==> src/rtl/alu_pkg.sv <==
`default_nettype none
// ============================================================================
//  Module   : alu_pkg
//  Brief    : Shared opcodes, state encoding and width default for the ALU
//             arbiter slice.
//  Revision : 1.0  initial release
// ============================================================================
package alu_pkg;

   // Operand/result width of the shared ALU
   localparam int ALU_DW = 32;

   // ALU opcodes
   localparam logic [2:0] OP_ADD = 3'b000;
   localparam logic [2:0] OP_NOT = 3'b001;
   localparam logic [2:0] OP_AND = 3'b010;
   localparam logic [2:0] OP_OR  = 3'b011;
   localparam logic [2:0] OP_SLT = 3'b100;
   localparam logic [2:0] OP_SLL = 3'b101;
   localparam logic [2:0] OP_BEQ = 3'b110;
   localparam logic [2:0] OP_BNE = 3'b111;

   // Response slot state: IDLE = empty, HOLD = result waiting for its owner
   typedef enum logic [0:0] {
      IDLE = 1'b0,
      HOLD = 1'b1
   } state_t;

endpackage : alu_pkg
`default_nettype wire

==> src/rtl/alu_arbiter_rr_arb2.sv <==
`default_nettype none
// ============================================================================
//  Module   : rr_arb2
//  Brief    : Two-way round-robin picker. A lone request wins outright; on
//             contention the requester that did not win last time wins.
//  Revision : 1.0  initial release
// ============================================================================
module rr_arb2 (
   input  logic [1:0] req,
   input  logic       last,
   input  logic       en,
   output logic [1:0] gnt
);

   // One-hot grant, or zero when disabled or nobody asks
   always_comb begin
      gnt = 2'b00;
      if (en) begin
         case (req)
            2'b01:   gnt = 2'b01;
            2'b10:   gnt = 2'b10;
            2'b11:   gnt = last ? 2'b01 : 2'b10;
            default: gnt = 2'b00;
         endcase
      end
   end

endmodule : rr_arb2
`default_nettype wire

==> src/rtl/alu_arbiter.sv <==
`default_nettype none
// ============================================================================
//  Module   : alu_arbiter
//  Brief    : Shares one combinational 32-bit ALU between two requesters with
//             round-robin grant and a single-slot registered response.
//             Optional macro ALU_ARB_STATS_EN adds saturating grant/stall
//             counters.
//  Revision : 1.0  initial release
// ============================================================================
module alu_arbiter
   import alu_pkg::*;
#(
   parameter int DW        = ALU_DW,
   parameter int FIRST_PRI = 0
) (
   input  logic          clk,
   input  logic          rst_n,
   input  logic [1:0]    req_valid,
   output logic [1:0]    req_ready,
   input  logic [DW-1:0] req_a0,
   input  logic [DW-1:0] req_a1,
   input  logic [DW-1:0] req_b0,
   input  logic [DW-1:0] req_b1,
   input  logic [2:0]    req_sel0,
   input  logic [2:0]    req_sel1,
   output logic [DW-1:0] alu_a,
   output logic [DW-1:0] alu_b,
   output logic [2:0]    alu_sel,
   input  logic [DW-1:0] alu_f,
   input  logic          alu_ovf,
   input  logic          alu_zero,
   output logic [1:0]    rsp_valid,
   input  logic [1:0]    rsp_ready,
   output logic [DW-1:0] rsp_f,
   output logic          rsp_ovf,
   output logic          rsp_zero
`ifdef ALU_ARB_STATS_EN
   ,
   output logic [15:0]   grant_cnt0,
   output logic [15:0]   grant_cnt1,
   output logic [15:0]   stall_cnt
`endif
);

   // last_grant resets to the opposite of the first-priority requester
   localparam logic c_last_rst = (FIRST_PRI == 0) ? 1'b1 : 1'b0;

   state_t        r_state;
   state_t        w_state_nxt;
   logic          r_owner;
   logic          r_last;
   logic [DW-1:0] r_f;
   logic          r_ovf;
   logic          r_zero;

   logic          w_slot_free;
   logic [1:0]    w_gnt;
   logic          w_take;
   logic [DW-1:0] w_f;
   logic          w_ovf;
   logic          w_zero;

   // Slot frees up when empty, or when the owner drains it this very cycle
   assign w_slot_free = (r_state == IDLE) || rsp_ready[r_owner];
   assign w_take      = |w_gnt;
   assign req_ready   = w_gnt;

   // Grant is held off while reset is asserted so no handshake completes
   rr_arb2 u_rr (
      .req  (req_valid),
      .last (r_last),
      .en   (w_slot_free & rst_n),
      .gnt  (w_gnt)
   );

   // Route the granted operation to the ALU; idle cycles issue a benign NOT
   always_comb begin
      alu_a   = req_a0;
      alu_b   = req_b0;
      alu_sel = OP_NOT;
      if (w_gnt[1]) begin
         alu_a   = req_a1;
         alu_b   = req_b1;
         alu_sel = req_sel1;
      end else if (w_gnt[0]) begin
         alu_sel = req_sel0;
      end
   end

   // Mask ALU outputs that are undefined or meaningless for the opcode
   always_comb begin
      w_f    = (alu_sel[2:1] == 2'b11) ? '0 : alu_f;
      w_ovf  = (alu_sel == OP_ADD) && alu_ovf;
      w_zero = (alu_sel[2:1] == 2'b11) && alu_zero;
   end

   // Slot state register
   always_ff @(posedge clk or negedge rst_n) begin
      if (!rst_n) r_state <= IDLE;
      else        r_state <= w_state_nxt;
   end

   // Next state: a new grant always (re)fills the slot, a drain empties it
   always_comb begin
      w_state_nxt = r_state;
      case (r_state)
         IDLE:    if (w_take) w_state_nxt = HOLD;
         HOLD:    if (!w_take && rsp_ready[r_owner]) w_state_nxt = IDLE;
         default: w_state_nxt = IDLE;
      endcase
   end

   // Capture the normalised result and remember who owns it
   always_ff @(posedge clk or negedge rst_n) begin
      if (!rst_n) begin
         r_f     <= '0;
         r_ovf   <= 1'b0;
         r_zero  <= 1'b0;
         r_owner <= 1'b0;
         r_last  <= c_last_rst;
      end else if (w_take) begin
         r_f     <= w_f;
         r_ovf   <= w_ovf;
         r_zero  <= w_zero;
         r_owner <= w_gnt[1];
         r_last  <= w_gnt[1];
      end
   end

   assign rsp_valid = (r_state == HOLD) ? (r_owner ? 2'b10 : 2'b01) : 2'b00;
   assign rsp_f     = r_f;
   assign rsp_ovf   = r_ovf;
   assign rsp_zero  = r_zero;

`ifdef ALU_ARB_STATS_EN
   logic [15:0] r_gcnt0;
   logic [15:0] r_gcnt1;
   logic [15:0] r_scnt;
   logic        w_stall;

   assign w_stall = (|req_valid) && !w_slot_free;

   // Saturating acceptance and stall counters
   always_ff @(posedge clk or negedge rst_n) begin
      if (!rst_n) begin
         r_gcnt0 <= '0;
         r_gcnt1 <= '0;
         r_scnt  <= '0;
      end else begin
         if (w_gnt[0] && (r_gcnt0 != 16'hFFFF)) r_gcnt0 <= r_gcnt0 + 16'd1;
         if (w_gnt[1] && (r_gcnt1 != 16'hFFFF)) r_gcnt1 <= r_gcnt1 + 16'd1;
         if (w_stall  && (r_scnt  != 16'hFFFF)) r_scnt  <= r_scnt  + 16'd1;
      end
   end

   assign grant_cnt0 = r_gcnt0;
   assign grant_cnt1 = r_gcnt1;
   assign stall_cnt  = r_scnt;
`endif

endmodule : alu_arbiter
`default_nettype wire
==> config.mk <==
export PLATFORM = sky130hd
export DESIGN_NAME = alu_arbiter
export DESIGN_NICKNAME = d
export VERILOG_FILES = /design/src/rtl/alu_pkg.sv /design/src/rtl/alu_arbiter_rr_arb2.sv /design/src/rtl/alu_arbiter.sv
export SDC_FILE = /design/constraint.sdc
export NUM_CORES = 1
export LEC_CHECK = 0
export CAP_MARGIN = 10
export CORE_AREA = 3 3 109 111
export CTS_CLUSTER_SIZE = 30
export DETAILED_ROUTE_END_ITERATION = 8
export DIE_AREA = 0 0 112 114
export PLACE_DENSITY = 0.72
export SYNTH_ARGS = -nofsm -noshare
export SYNTH_HDL_FRONTEND = slang
export SYNTH_SLANG_ARGS = --single-unit
==> constraint.sdc <==
create_clock -name clk -period 2.1 [get_ports clk]
set_input_delay 0.525 -clock clk [delete_from_list [all_inputs] [get_ports clk]]
set_output_delay 0.525 -clock clk [all_outputs]
set_load 0.1 [all_outputs]
==> summary.txt, run 1 <==
Status
  • Outcome: finished with violations
  • Violations in the final reports: negative setup slack

Floorplan
  • Die area: 12800 sq um
  • Row count: 38
  • DIE HEIGHT: 114 um
  • Chip width: 112 um
  • Initial Util: 24.4%
  • Io pins: 279
  • Core ar.: 10900 sq um

Route
  • Pre-antenna DRT Iters: 4
  • DRT Wirelength: 12900 um
  • Routed Antenna Nets: 0
  • DRT iter0 DRCs: 105
  • Via count: 3091
  • Routed WL per cell: 18.4 um
  • Vias per cell: 4.40
  • DRC viols: 0

Power and ir drop
  • Sw Share: 52.9%
  • Power per cell area: 861 nW/um^2
  • Total Power: 5.91 mW
  • Switching pwr: 3.13 mW
  • Sequential power share: 16.7%
  • Gate power share: 72.6%
  • Peak supply drop: 0.000997 V
  • Static Leak: 3.04 nW
  • Clock power share: 10.7%
  • Internal power: 2.79 mW

Logic synthesis
  • Sequential area share after synthesis: 35.0%
  • Largest family of logic cells by synthesized area: multiplexers
  • Simple-Gate Fraction of Synth Area: 11.8%
  • Xor/xnor cell area share of the yosys netlist: 0%
  • Number of synthesized flops with an enable pin: 0
  • #FFs+latches synth: 37
  • Syn Nets: 425
  • Synth Area per Inst: 10.6 sq um
  • Post-synth top flop: dfrtp_1
  • Adder-cell share of the synthesized area: 0%
  • Mux contribution to synthesized area: 35.1%
  • Share of synthesized registers carrying an async set or reset: 100%
  • Post-synthesis compound-gate area fraction: 11.3%
  • Yosys cell types: 33
  • Cell area after synthesis: 2650 sq um
  • Ys Warns: 0
  • Post-Syn Instances: 251

Place
  • Pre-CTS WS: -0.779 ns
  • DP HPWL: 10500 um
  • Buffers on Ports: 278
  • Dpl cell area: 6350 sq um
  • Final GP Congestion: 0.861

Layout
  • FILL cells: 837
  • NumNets Final: 736
  • Register area: 927 sq um
  • Post-route cell area: 6870 sq um
  • Share of cells above drive strength 1: 41.9%
  • Antenna diodes: 0
  • Area Overhead vs Synth: 159%
  • Multi-input combinational cell area: 1630 sq um

STA
  • Final hold vios: 0
  • Fmax: 0.375 GHz
  • Setup Skew: 0.00702 ns
  • Rel. slew slack: 75.3%
  • Final setup vio count: 68
  • Final WS setup: -0.569 ns
  • Final worst-path cycle share: 127%
  • Period minus WS final: 2.67 ns
  • Setup tns final: -32.09 ns
  • Worst Max-Slew Pin Slew: 0.367 ns
  • Slew Limit Fails: 0
  • RSZ-0062 raised after global routing: true

Critical path
  • Critical Path Fanout Max: 5
  • Setup crit end kind: output port
  • WP data arrival: 2.14 ns
  • Setup CP Type: in2out
  • CP Launch Type: input port
  • Worst EP required: 1.57 ns

Global routing
  • Via count of the first global-routing pass: 3298
  • Grt ovf: 0
  • Largest net degree at the start of global routing: 36
  • Initial antenna violation count: 0
  • Total GRT Usage: 19.1%
  • Global-route wire length before repair: 19200 um

Clocking
  • Clock slew at reported path FFs: 0.07 ns
  • Sink Count: 37
  • CTS root buf: clkbuf_8
  • Clk_lat worst skew: 0.28 ns
  • Htree depth: 2
  • CTS tree: built
  • Inserted Clock Buffers: 5
  • Bufs on Longest Clock Path: 2

Job
  • Max-cap violations: 0

Worst hold path
  • HP Class: in2async
==> through the flow <==
step           hold WS [ns]  std cells  util, %
2_1_floorplan         0.229        251        -
3_3_place_gp          0.467        677     58.4
3_5_place_dp          0.474        677     58.4
4_1_cts               0.271        703     63.4
5_1_grt               0.276        703     63.1
6_report              0.262        703     63.1
==> metal layers <==
layer	global-route usage [%]	wire length, um	vias to the layer above
li1	-	-	1495
met1	20.1	4480	1435
met2	39.6	7410	155
met3	4.24	969	6
met4	2.24	62	0
met5	0	0	-
==> cell usage after synthesis, types with 5 or more instances <==
cell type / n / share of area, %
nand2_1: 68 / 9.6
mux2_4: 50 / 28
dfrtp_1: 36 / 34
o21ai_0: 26 / 4.9
mux2_2: 15 / 6.4
o21ai_1: 9 / 1.7
buf_2: 8 / 1.5
buf_12: 6 / 4.5
nor2_1: 5 / 0.71
==> timing repair <==
| action | 4_1_cts | 5_1_grt |
|---|---|---|
| cloned | 9 | 0 |
| pin swaps | 3 | 3 |
| gates resized for setup | 26 | 7 |
| hold buffers | 0 | 0 |
| endpoints found under the setup margin | 69 | 78 |
| setup buffers | 11 | 4 |
==> cell type report <==
type,instances,area share [%]
inverter,1,0.0547
clock buffer,7,1.26
tap,140,2.55
multi-input combinational,195,23.7
sequential,37,13.5
clock inverter,1,0.437
timing repair buffer,322,58.5
==> logic make-up after synthesis <==
family / count (synthesis)
buf+inv: 19
flops: 37
compound gates: 50
simple gates: 79
mux: 66
==> worst max-delay path, cell delays in order <==
cell             delay, ns
clkdlybuf4s15_1       0.19
mux2_4                0.29
o21ai_4               0.15
nor2_4                0.07
buf_12                0.14
bufbuf_16             0.27
mux2_4                0.32
buf_12                0.17
==> flip-flops by register name, indices dropped and copies added, names as in the netlist <==
| signal | flops |
|---|---|
| r_last | 1 |
| rsp_ovf | 1 |
| rsp_f | 32 |
| r_state | 1 |
| r_owner | 1 |
| rsp_zero | 1 |
==> worst paths after layout <==
check                        startpoint   endpoint  slack (ns)  cells after the start
max                        rsp_ready[0]  alu_a[27]       -0.57                      8
min                               rst_n  rsp_f[26]        0.26                      2
max reg2reg                      r_last   rsp_f[9]        0.38                      7
min reg2reg                   rsp_f[15]  rsp_f[15]        0.48                      2
max in group asynchronous         rst_n     r_last        1.37                      3
min in group clk              rsp_f[15]  rsp_f[15]        0.48                      2
==> placed cells by master (no fill, tap or decap), types with 2 or more instances in the layout <==
master,n
buf_6,6
o21ai_1,9
clkdlybuf4s15_1,2
nand2_1,67
mux2_2,4
dfrtp_1,36
a21oi_1,2
nor2_2,4
buf_12,79
buf_4,56
mux2_4,61
clkdlybuf4s50_1,168
clkbuf_8,6
o21ai_0,26
buf_16,7
a32oi_1,2
dlygate4sd2_1,2
==> power by group through the flow <==
stage	clock network [mW]	registers, mW	logic [mW]
after floorplan	0	2.09	1.63
after global placement	0	0.987	4.10
after detailed placement	0	0.989	4.14
after CTS	0.648	0.987	4.32
after global routing	0.680	1.01	4.41
final	0.634	0.987	4.29
No activity file was read; power rests on OpenSTA's default activity.
==> run 2, diff against run 1 <==
Settings changed: RECOVER_POWER set to 25.
==> summary.txt, run 2 (synthesized netlist as in run 1, its figures left out) <==
Status
  • Outcome: finished with violations
  • Violations in the final reports: negative setup slack

Place
  • Buffers on Ports: 278 (unchanged)
  • Final GP Congestion: 0.861 (unchanged)
  • DP HPWL: 10500 um (unchanged)
  • Dpl cell area: 6350 sq um (unchanged)

Power and ir drop
  • Internal power: 2.79 mW (about the same)
  • Sequential power share: 16.7% (about the same)
  • Clock power share: 10.7% (about the same)
  • Sw Share: 52.9% (about the same)
  • Static Leak: 3.04 nW (about the same)
  • Switching pwr: 3.13 mW (about the same)
  • Gate power share: 72.6% (about the same)
  • Peak supply drop: 0.000997 V (unchanged)
  • Power per cell area: 861 nW/um^2 (about the same)

Layout
  • Final core occ: 63.1% (about the same)
  • Commonest non-fill, non-tap cells in the layout: clkdlybuf4s50_1, buf_12, nand2_1, mux2_4, buf_4
  • Antenna diodes: 0 (unchanged)
  • NumNets Final: 736 (unchanged)
  • Share of cells above drive strength 1: 41.7% (-0.18 points)
  • FILL cells: 838 (+0.12%)
  • Area Overhead vs Synth: 159% (about the same)
  • Flip-flop count of the largest register after layout: 32 (unchanged)
  • Commonest non-fill, non-tap cell in the layout: clkdlybuf4s50_1
  • Post-route cell area: 6870 sq um (about the same)

Global routing
  • Via count of the first global-routing pass: 3298 (unchanged)
  • Grt ovf: 0 (unchanged)
  • Initial antenna violation count: 0 (unchanged)
  • Global-route wire length before repair: 19200 um (unchanged)
  • Largest net degree at the start of global routing: 36 (unchanged)
  • Total GRT Usage: 19.1% (unchanged)

Critical path
  • Slowest Stage Delay on Critical Path: 0.32 ns (about the same)
  • Family with the most delay on the worst path: buffers and inverters
  • Setup crit end kind: output port
  • Setup CP Type: in2out
  • WP data arrival: 2.14 ns (about the same)
  • Critical path cell sequence: clkdlybuf4s15_1, mux2_4, o21ai_4, nor2_4, buf_12, bufbuf_16, mux2_4, buf_12
  • CP Launch Type: input port
  • Slowest cell on crit path: mux2_4
  • Worst EP required: 1.57 ns (about the same)
  • Buf/Inv on CP: 4 (unchanged)
  • Critical Path Fanout Max: 5 (unchanged)

Route
  • DRT iter0 DRCs: 105 (unchanged)
  • DRT Wirelength: 12900 um (about the same)
  • Routed Antenna Nets: 0 (unchanged)
  • Pre-antenna DRT Iters: 4 (unchanged)
  • DRC viols: 0 (unchanged)
  • Routed WL per cell: 18.4 um (about the same)
  • Via count: 3091 (unchanged)
  • Vias per cell: 4.40 (unchanged)

Floorplan
  • Core ar.: 10900 sq um (unchanged)
  • Initial Util: 24.4% (unchanged)
  • Chip width: 112 um (unchanged)
  • Row count: 38 (unchanged)
  • Io pins: 279 (unchanged)
  • Die area: 12800 sq um (unchanged)
  • DIE HEIGHT: 114 um (unchanged)

Worst hold path
  • HP Class: in2async

STA
  • Slew Limit Fails: 0 (unchanged)
  • Final setup vio count: 69 (+1.5%)
  • Period minus WS final: 2.67 ns (unchanged)
  • Final WS setup: -0.569 ns (unchanged)
  • Rel. slew slack: 75.3% (unchanged)
  • RSZ-0062 raised after global routing: true
  • Setup Skew: 0.00702 ns (unchanged)
  • Fmax: 0.375 GHz (unchanged)
  • Worst Max-Slew Pin Slew: 0.367 ns (unchanged)
  • Final hold vios: 0 (unchanged)
  • Final worst-path cycle share: 127% (unchanged)

Clocking
  • Htree depth: 2 (unchanged)
  • Clk_lat worst skew: 0.28 ns (about the same)
  • Sink Count: 37 (unchanged)
  • Inserted Clock Buffers: 5 (unchanged)
  • Cts hold-fix bufs: 0 (unchanged)
  • CTS tree: built
  • CTS root buf: clkbuf_8
  • Clock slew at reported path FFs: 0.07 ns (about the same)
  • Bufs on Longest Clock Path: 2 (unchanged)

Job
  • Max-cap violations: 0 (unchanged)
run 2: cell types whose count changed in the layout (fill, tap and decap cells not counted):
cell,previous run,this run
buf_2,1,0
clkbuf_1,1,2
run 2: final timing paths:
check	from	endpoint	slack, ns	depth (start not counted)
worst max-delay path	rsp_ready[0]	alu_a[27]	-0.57	8
worst min-delay path	rst_n	rsp_f[26]	0.38	2
worst max register to register	r_last	rsp_f[9]	0.38	7
worst min register to register	rsp_f[15]	rsp_f[15]	0.48	2
max in group asynchronous	rst_n	r_last	1.25	3
min in group clk	rsp_f[15]	rsp_f[15]	0.48	2
run 2: worst reg2reg max path, cell delays in order (launching register included):
cell and delay, ns:
dfstp_2 0.56, buf_6 0.11, nand2b_4 0.14, a32oi_1 0.15
buf_4 0.18, nor2_2 0.15, buf_12 0.19, o21ai_0 0.12
run 2: metal layers:
metal,GRT usage [%],up-vias,part of all wire [%]
li1,-,1495,-
met1,20.1,1435,35
met2,39.6,155,57
met3,4.24,6,7.5
met4,2.24,0,0.48
met5,0,-,0
run 2: layout make-up:
cell class / count / area (sq um) / share of cell area [%]
Clock buffer: 7 / 86.3 / 1.26
Clock inverter: 1 / 30.0 / 0.437
Inverter: 1 / 3.75 / 0.0547
Multi-Input combinational cell: 195 / 1630 / 23.7
Sequential cell: 37 / 927 / 13.5
Tap cell: 140 / 175 / 2.55
Timing Repair Buffer: 322 / 4020 / 58.5
run 2: stage by stage:
| step | instances | setup TNS, ns | hold WS (ns) | power, mW | setup slack (ns) |
|---|---|---|---|---|---|
| after floorplan | 251 | -12.68 | 0.229 | 3.72 | -0.255 |
| after global placement | 677 | -50.24 | 0.467 | 5.08 | -0.725 |
| after detailed placement | 677 | -54.54 | 0.474 | 5.13 | -0.779 |
| after CTS | 703 | -34.12 | 0.271 | 5.96 | -0.585 |
| after global routing | 703 | -36.29 | 0.410 | 6.10 | -0.612 |
| final | 703 | -32.17 | 0.381 | 5.91 | -0.569 |
run 2: power groups by stage:
stage,logic (mW),registers [mW],clock network (mW)
floorplan,1.63,2.09,0
global placement,4.10,0.987,0
detailed placement,4.14,0.989,0
CTS,4.32,0.987,0.648
global route,4.41,1.01,0.680
finish,4.29,0.987,0.634
run 2: timing repair:
item | CTS | global route
setup buffers | 11 | 4
cloned | 9 | 0
pin swaps | 3 | 3
endpoints found under the setup margin | 69 | 78
resized for setup | 26 | 7
